**src/rtl/lock_pkg.sv**
```systemverilog
// Shared definitions for the code-lock sender and the lock's own bench.
//   state_t      : sender FSM encoding, also exported on the debug port s
//   DEFAULT_CODE : reference unlock code
//   cnt_w()      : width of a counter that must hold 0..n-1, at least 1 bit
package lock_pkg;

  localparam int unsigned DEF_CODE_LEN = 5;
  localparam logic [DEF_CODE_LEN-1:0] DEFAULT_CODE = 5'b01011;

  typedef enum logic [2:0] {
    S_IDLE  = 3'd0,
    S_CLEAR = 3'd1,
    S_PRESS = 3'd2,
    S_GAP   = 3'd3,
    S_WAIT  = 3'd4,
    S_DONE  = 3'd5
  } state_t;

  function automatic int unsigned cnt_w(input int unsigned n);
    return (n > 1) ? $clog2(n) : 1;
  endfunction

endpackage

```
**src/rtl/lock_code_sender_if.sv**
```systemverilog
// Bus between a requester, the sender and the lock.
//   slave  : the sender's view (request/feedback in, buttons/status out)
//   master : the requester/lock side view
interface lock_code_sender_if
  import lock_pkg::*;
#(
  parameter int unsigned CODE_LEN = DEF_CODE_LEN
);
  logic                start;
  logic [CODE_LEN-1:0] code;
  logic                unlc;
  logic                b0;
  logic                b1;
  logic                lock_rst_n;
  logic                busy;
  logic                done;
  logic                pass;
  logic                fail;
  logic [2:0]          s;

  modport slave (
    input  start, code, unlc,
    output b0, b1, lock_rst_n, busy, done, pass, fail, s
  );

  modport master (
    output start, code, unlc,
    input  b0, b1, lock_rst_n, busy, done, pass, fail, s
  );
endinterface

```
**src/rtl/lock_cycle_timer.sv**
```systemverilog
// Loadable down-counter with terminal-count flag.
//   load     : load load_val (takes priority over dec)
//   dec      : decrement by one, holds at zero
//   tc_c     : count is zero (decoded from the count register)
module lock_cycle_timer #(
  parameter int unsigned WIDTH = 1
) (
  input  logic             clk,
  input  logic             rst,
  input  logic             load,
  input  logic [WIDTH-1:0] load_val,
  input  logic             dec,
  output logic             tc_c
);

  logic [WIDTH-1:0] cnt;

  always_ff @(posedge clk or posedge rst) begin
    if (rst) begin
      cnt <= '0;
    end else if (load) begin
      cnt <= load_val;
    end else if (dec && (cnt != '0)) begin
      cnt <= cnt - 1'b1;
    end
  end

  assign tc_c = (cnt == '0);

endmodule

```
**src/rtl/lock_code_sender.sv**
```systemverilog
// Enters a latched code into a two-button lock, MSB first, one press per bit,
// then waits a bounded time for unlc and reports pass/fail.
//   clk, rst : clock, async active-high reset
//   bus      : start/code/unlc in; b0/b1/lock_rst_n/busy/done/pass/fail/s out
module lock_code_sender
  import lock_pkg::*;
#(
  parameter int unsigned CODE_LEN = 5,
  parameter int unsigned GAP      = 2,
  parameter int unsigned TIMEOUT  = 4
) (
  input  logic                clk,
  input  logic                rst,
  lock_code_sender_if.slave   bus
);

  localparam int unsigned IDX_W = cnt_w(CODE_LEN);
  localparam int unsigned GAP_W = cnt_w(GAP);
  localparam int unsigned TO_W  = cnt_w(TIMEOUT);
  localparam logic [IDX_W-1:0] IDX_LAST = IDX_W'(CODE_LEN - 1);

  state_t              state, state_n;
  logic [IDX_W-1:0]    idx, idx_n;
  logic [CODE_LEN-1:0] code_q, code_n;
  logic                pass_q, pass_n;
  logic                fail_q, fail_n;
  logic                b0_q, b1_q, lock_rst_n_q, busy_q, done_q;
  logic                gap_load, gap_dec, gap_tc;
  logic                to_load, to_dec, to_tc;

  lock_cycle_timer #(.WIDTH(GAP_W)) u_gap_timer (
    .clk      (clk),
    .rst      (rst),
    .load     (gap_load),
    .load_val (GAP_W'(GAP - 1)),
    .dec      (gap_dec),
    .tc_c     (gap_tc)
  );

  lock_cycle_timer #(.WIDTH(TO_W)) u_wait_timer (
    .clk      (clk),
    .rst      (rst),
    .load     (to_load),
    .load_val (TO_W'(TIMEOUT - 1)),
    .dec      (to_dec),
    .tc_c     (to_tc)
  );

  // Next-state logic. code_q is shifted after each press so its MSB is
  // always the bit of the next press.
  always_comb begin
    state_n  = state;
    idx_n    = idx;
    code_n   = code_q;
    pass_n   = pass_q;
    fail_n   = fail_q;
    gap_load = 1'b0;
    gap_dec  = 1'b0;
    to_load  = 1'b0;
    to_dec   = 1'b0;
    case (state)
      S_IDLE: begin
        if (bus.start) begin
          code_n  = bus.code;
          idx_n   = '0;
          pass_n  = 1'b0;
          fail_n  = 1'b0;
          state_n = S_CLEAR;
        end
      end
      S_CLEAR: state_n = S_PRESS;
      S_PRESS: begin
        code_n = code_q << 1;
        if (idx == IDX_LAST) begin
          to_load = 1'b1;
          state_n = S_WAIT;
        end else begin
          gap_load = 1'b1;
          state_n  = S_GAP;
        end
      end
      S_GAP: begin
        if (gap_tc) begin
          idx_n   = idx + 1'b1;
          state_n = S_PRESS;
        end else begin
          gap_dec = 1'b1;
        end
      end
      S_WAIT: begin
        if (bus.unlc) begin
          pass_n  = 1'b1;
          state_n = S_DONE;
        end else if (to_tc) begin
          fail_n  = 1'b1;
          state_n = S_DONE;
        end else begin
          to_dec = 1'b1;
        end
      end
      S_DONE:  state_n = S_IDLE;
      default: state_n = S_IDLE;
    endcase
  end

  // State and registered outputs; outputs are computed from the next state
  // so they line up with the state they belong to.
  always_ff @(posedge clk or posedge rst) begin
    if (rst) begin
      state        <= S_IDLE;
      idx          <= '0;
      code_q       <= '0;
      pass_q       <= 1'b0;
      fail_q       <= 1'b0;
      b0_q         <= 1'b0;
      b1_q         <= 1'b0;
      lock_rst_n_q <= 1'b1;
      busy_q       <= 1'b0;
      done_q       <= 1'b0;
    end else begin
      state        <= state_n;
      idx          <= idx_n;
      code_q       <= code_n;
      pass_q       <= pass_n;
      fail_q       <= fail_n;
      b0_q         <= (state_n == S_PRESS) && !code_n[CODE_LEN-1];
      b1_q         <= (state_n == S_PRESS) &&  code_n[CODE_LEN-1];
      lock_rst_n_q <= (state_n != S_CLEAR);
      busy_q       <= (state_n != S_IDLE);
      done_q       <= (state_n == S_DONE);
    end
  end

  assign bus.b0         = b0_q;
  assign bus.b1         = b1_q;
  assign bus.lock_rst_n = lock_rst_n_q;
  assign bus.busy       = busy_q;
  assign bus.done       = done_q;
  assign bus.pass       = pass_q;
  assign bus.fail       = fail_q;
  assign bus.s          = state;

endmodule
```
**src/flat_wrapper.sv**
```systemverilog
// flat-port wrapper written by rule: the top's interface ports become plain ports
module lock_code_sender_flat import lock_pkg::*;
#(
  parameter int unsigned CODE_LEN = 5,
  parameter int unsigned GAP      = 2,
  parameter int unsigned TIMEOUT  = 4
)
  (clk, rst, bus_start, bus_code, bus_unlc, bus_b0, bus_b1, bus_lock_rst_n, bus_busy, bus_done, bus_pass, bus_fail, bus_s);
  lock_code_sender_if #(.CODE_LEN(CODE_LEN)) bus_i ();
  input  logic clk;
  input  logic rst;
  input wire logic [$bits(bus_i.start)-1:0] bus_start;
  input wire logic [$bits(bus_i.code)-1:0] bus_code;
  input wire logic [$bits(bus_i.unlc)-1:0] bus_unlc;
  output wire logic [$bits(bus_i.b0)-1:0] bus_b0;
  output wire logic [$bits(bus_i.b1)-1:0] bus_b1;
  output wire logic [$bits(bus_i.lock_rst_n)-1:0] bus_lock_rst_n;
  output wire logic [$bits(bus_i.busy)-1:0] bus_busy;
  output wire logic [$bits(bus_i.done)-1:0] bus_done;
  output wire logic [$bits(bus_i.pass)-1:0] bus_pass;
  output wire logic [$bits(bus_i.fail)-1:0] bus_fail;
  output wire logic [$bits(bus_i.s)-1:0] bus_s;
  assign bus_i.start = bus_start;
  assign bus_i.code = bus_code;
  assign bus_i.unlc = bus_unlc;
  assign bus_b0 = bus_i.b0;
  assign bus_b1 = bus_i.b1;
  assign bus_lock_rst_n = bus_i.lock_rst_n;
  assign bus_busy = bus_i.busy;
  assign bus_done = bus_i.done;
  assign bus_pass = bus_i.pass;
  assign bus_fail = bus_i.fail;
  assign bus_s = bus_i.s;
  lock_code_sender #(.CODE_LEN(CODE_LEN), .GAP(GAP), .TIMEOUT(TIMEOUT)) u_core (.clk(clk), .rst(rst), .bus(bus_i));
endmodule
```
**config.mk**
```make
export PLATFORM = sky130hd
export DESIGN_NAME = lock_code_sender_flat
export DESIGN_NICKNAME = d
export VERILOG_FILES = /design/src/rtl/lock_pkg.sv /design/src/rtl/lock_code_sender_if.sv /design/src/rtl/lock_cycle_timer.sv /design/src/rtl/lock_code_sender.sv /design/src/flat_wrapper.sv
export SDC_FILE = /design/constraint.sdc
export NUM_CORES = 1
export LEC_CHECK = 0
export BUFFER_PORTS_ARGS = -buffer_cell sky130_fd_sc_hd__buf_4
export CAP_MARGIN = 20
export CORE_AREA = 2 2 47 49
export DETAILED_ROUTE_END_ITERATION = 16
export DIE_AREA = 0 0 49 51
export GPL_ROUTABILITY_DRIVEN = 0
export PLACE_DENSITY = 0.77
export SYNTH_ARGS = -nofsm -noshare
export SYNTH_HDL_FRONTEND = slang
export SYNTH_SLANG_ARGS = --single-unit
export TNS_END_PERCENT = 20
```
**constraint.sdc**
```tcl
create_clock -name clk -period 1.8 [get_ports clk]
set_clock_uncertainty 0.05 [all_clocks]
set_input_delay 0.36 -clock clk [delete_from_list [all_inputs] [get_ports clk]]
set_output_delay 0.36 -clock clk [all_outputs]
set_load 0.005 [all_outputs]
```
==> flow_metrics.env <==
export IMPL_p_int_mw=1.06
export IMPL_timing_rr_end="u_core.u_wait_timer.cnt[1]$_DFFE_PP0P_"
export IMPL_antenna_found_initial=0
export IMPL_initial_core_util=0.483
export IMPL_core_area_sq_um=2060
export IMPL_synth_flop_cell="dfrtp_1"
export IMPL_ir_worst_vdd_mv=0.726
export IMPL_syn_area_sq_um=997
export IMPL_wl_per_cell_um=12.1
export IMPL_endpoint_kind="flip-flop"
export IMPL_cap_violations=0
export IMPL_r2r_start="u_core.bus.s[1]$_DFF_PP0_"
export IMPL_hold_ws_ns=0.0236
export IMPL_path_class="reg -> reg"
export IMPL_grt_max_degree=22
export IMPL_synth_area_leaders="dfrtp_1 (50%), a21oi_1 (4.5%), a22o_1 (4.4%)"
export IMPL_ant_nets=0
export IMPL_grt_util_all_layers=0.167
export IMPL_yosysTopAreaCellShare=0.502
export IMPL_slew_headroom=0.729
export IMPL_dr_pass1_iters=4
export IMPL_synthDistinctLibCells=32
export IMPL_post_route_cells_drive_above_1_share=0.293
export IMPL_clockPowerShare=0.134
export IMPL_vias_per_cell=5.30
export IMPL_grt_pass1_wl_um=3200
export IMPL_pre_cts_slack_ns=0.224
export IMPL_post_cts_setup_buffers=0
export IMPL_place_hpwl_um=1320
export IMPL_yosysMostFrequentCell="dfrtp_1"
export IMPL_ys_seq_elements=21
export IMPL_placed_cell_area_sq_um=1180
export IMPL_maxSlewViolCount=0
export IMPL_arrival_ns=1.79
export IMPL_post_route_period_util=0.886
export IMPL_powerDensity_nw_per_um2=1370
export IMPL_synthArstFlopShare=1.00
export IMPL_seqPwrFrac=0.482
export IMPL_ctsResizeCount=0
export IMPL_cts_made_buffers=3
export IMPL_synth_edf_count=0
export IMPL_fmax_mhz=627
export IMPL_pin_count=19
export IMPL_core_rowCount=17
export IMPL_hp_class="in -> async"
export IMPL_start_kind="flip-flop"
export IMPL_die_h_um=51
export IMPL_grt_overflow=0
export IMPL_clockBufferDepth=2
export IMPL_synthTopCellsByCount="dfrtp_1 (20), nor2_1 (11), a21oi_1 (9), inv_1 (9)"
export IMPL_clk_latency_ns=0.30
export IMPL_drc=0
export IMPL_clock_root_buffer="clkbuf_4"
export IMPL_vias=763
export IMPL_fin_nets=129
export IMPL_reg2reg_slack_ns=0.20
export IMPL_period_needed_ns=1.60
export IMPL_yosysWarnings=0
export IMPL_rsz0062_at_grt="no"
export IMPL_r2r_cells=3
export IMPL_htreeDepth=1
export IMPL_p_sw_frac=0.355
export IMPL_ctsHoldBuffers=0
export IMPL_tns_ns=0
export IMPL_critPathLaunch="u_core.bus.s[1]$_DFF_PP0_"
export IMPL_finalWirelength_um=1740
export IMPL_dr_first_iter_drc_count=9
export IMPL_finalHoldViolations=0
export IMPL_combPwrFrac=0.384
export IMPL_outcome="completed"
export IMPL_power_leakage_nw=0.598
export IMPL_clkSlewWorstSetupHoldPaths_ns=0.11
export IMPL_insertedDiodeCount=0
export IMPL_required_ns=1.99
export IMPL_synth_seq_area_share=0.528
export IMPL_power_switching_mw=0.585
export IMPL_syn_avg_cell_area_sq_um=10.6
export IMPL_cp_max_fo=15
export IMPL_setup_violations=0
export IMPL_worstSetupEndpoint="u_core.u_wait_timer.cnt[1]$_DFFE_PP0P_"
export IMPL_portBuffers=18
export IMPL_syn_to_final_growth_pct=20.8
export IMPL_worst_slew_pin_slew_ns=0.407
export IMPL_clock_sinks=21
export IMPL_die_w_um=49
export IMPL_synthesis_nets=106
export IMPL_yosys_area_top_type="dfrtp_1"
export IMPL_final_setup_worst_slack_ns=0.205
export IMPL_grt_pass1_vias=782
export IMPL_die_area_sq_um=2500
export IMPL_final_area_sq_um=1200
export IMPL_synth_cells=94
export IMPL_cts_tree="yes"
[sequential cells by signal, indices dropped and copies added (netlist names)]
signal                   count
u_core.u_wait_timer.cnt      2
u_core.u_gap_timer.cnt       1
u_core.bus.done              1
u_core.bus.busy              1
u_core.idx                   3
u_core.bus.b0                1
u_core.bus.s                 3
u_core.bus.b1                1
u_core.bus.lock_rst_n        1
u_core.bus.pass              1
u_core.bus.fail              1
u_core.code_q                5
[metal layers]
layer / GRT usage / wire, um / vias up
li1: - / - / 380
met1: 0.185 / 752 / 363
met2: 0.306 / 904 / 20
met3: 0.0380 / 80 / 0
met4: 0.0762 / 0 / 0
met5: 0 / 0 / -
[worst min-delay path by stage]
stage	start	endpoint	slack, ns	depth (start not counted)
floorplan	rst	u_core.bus.b0$_DFF_PP0_	0.29	1
global placement	rst	u_core.idx[0]$_DFFE_PP0P_	0.36	3
detailed placement	rst	u_core.idx[1]$_DFFE_PP0P_	0.36	3
CTS	rst	u_core.code_q[1]$_DFFE_PP0P_	0.02	3
global route	rst	u_core.code_q[1]$_DFFE_PP0P_	0.04	3
finish	rst	u_core.code_q[1]$_DFFE_PP0P_	0.02	3
[layout by cell type (no fill, tap or decap), types with 2 or more instances in the layout]
master     count
mux2i_1        2
a2111oi_0      2
ha_1           3
o31ai_1        2
nand3_1        5
a21o_1         3
inv_1          9
a22o_1         5
buf_4         22
a21oi_1        9
nor2_1        11
dfrtp_1       20
clkbuf_4       3
nand2_1        2
[final cells by class]
class                   count  area (sq um)
clock inverters             1          5.00
fillers                   193           858
well taps                  28          35.0
repair buffers             22           165
clock buffers               3          22.5
inverters                   9          33.8
multi-input cells          60           417
flip-flops and latches     21           527
[power groups by stage]
| stage | clock network, mW | logic, mW | registers, mW |
|---|---|---|---|
| after floorplan | 0 | 0.484 | 0.739 |
| after global placement | 0 | 0.622 | 0.793 |
| after detailed placement | 0 | 0.644 | 0.804 |
| after CTS | 0.234 | 0.647 | 0.795 |
| after global routing | 0.256 | 0.730 | 0.821 |
| final | 0.221 | 0.633 | 0.796 |
[critical path: stages, from the launching register on]
cell	delay (ns)
dfrtp_1	0.54
or3b_4	0.47
or4_1	0.40
nand3_1	0.09
[cell families (layout without fill, tap and decap cells)]
group | count (synthesis) | in the layout | share of synthesized area
simple gates | 29 | 29 | 0.173
compound gates | 25 | 25 | 0.176
fa+ha+maj | 3 | 3 | 0.0376
mux | 3 | 3 | 0.0314
buf+inv | 13 | 35 | 0.0540
flops | 21 | 21 | 0.528
[per-stage QoR]
| stage | instances | total power, mW | utilization |
|---|---|---|---|
| floorplan | 94 | 1.22 | - |
| global placement | 140 | 1.42 | 0.571 |
| detailed placement | 140 | 1.45 | 0.571 |
| CTS | 144 | 1.68 | 0.584 |
| global route | 144 | 1.81 | 0.584 |
| finish | 144 | 1.65 | 0.584 |
Note: power is estimated with default switching activity, not from simulation.
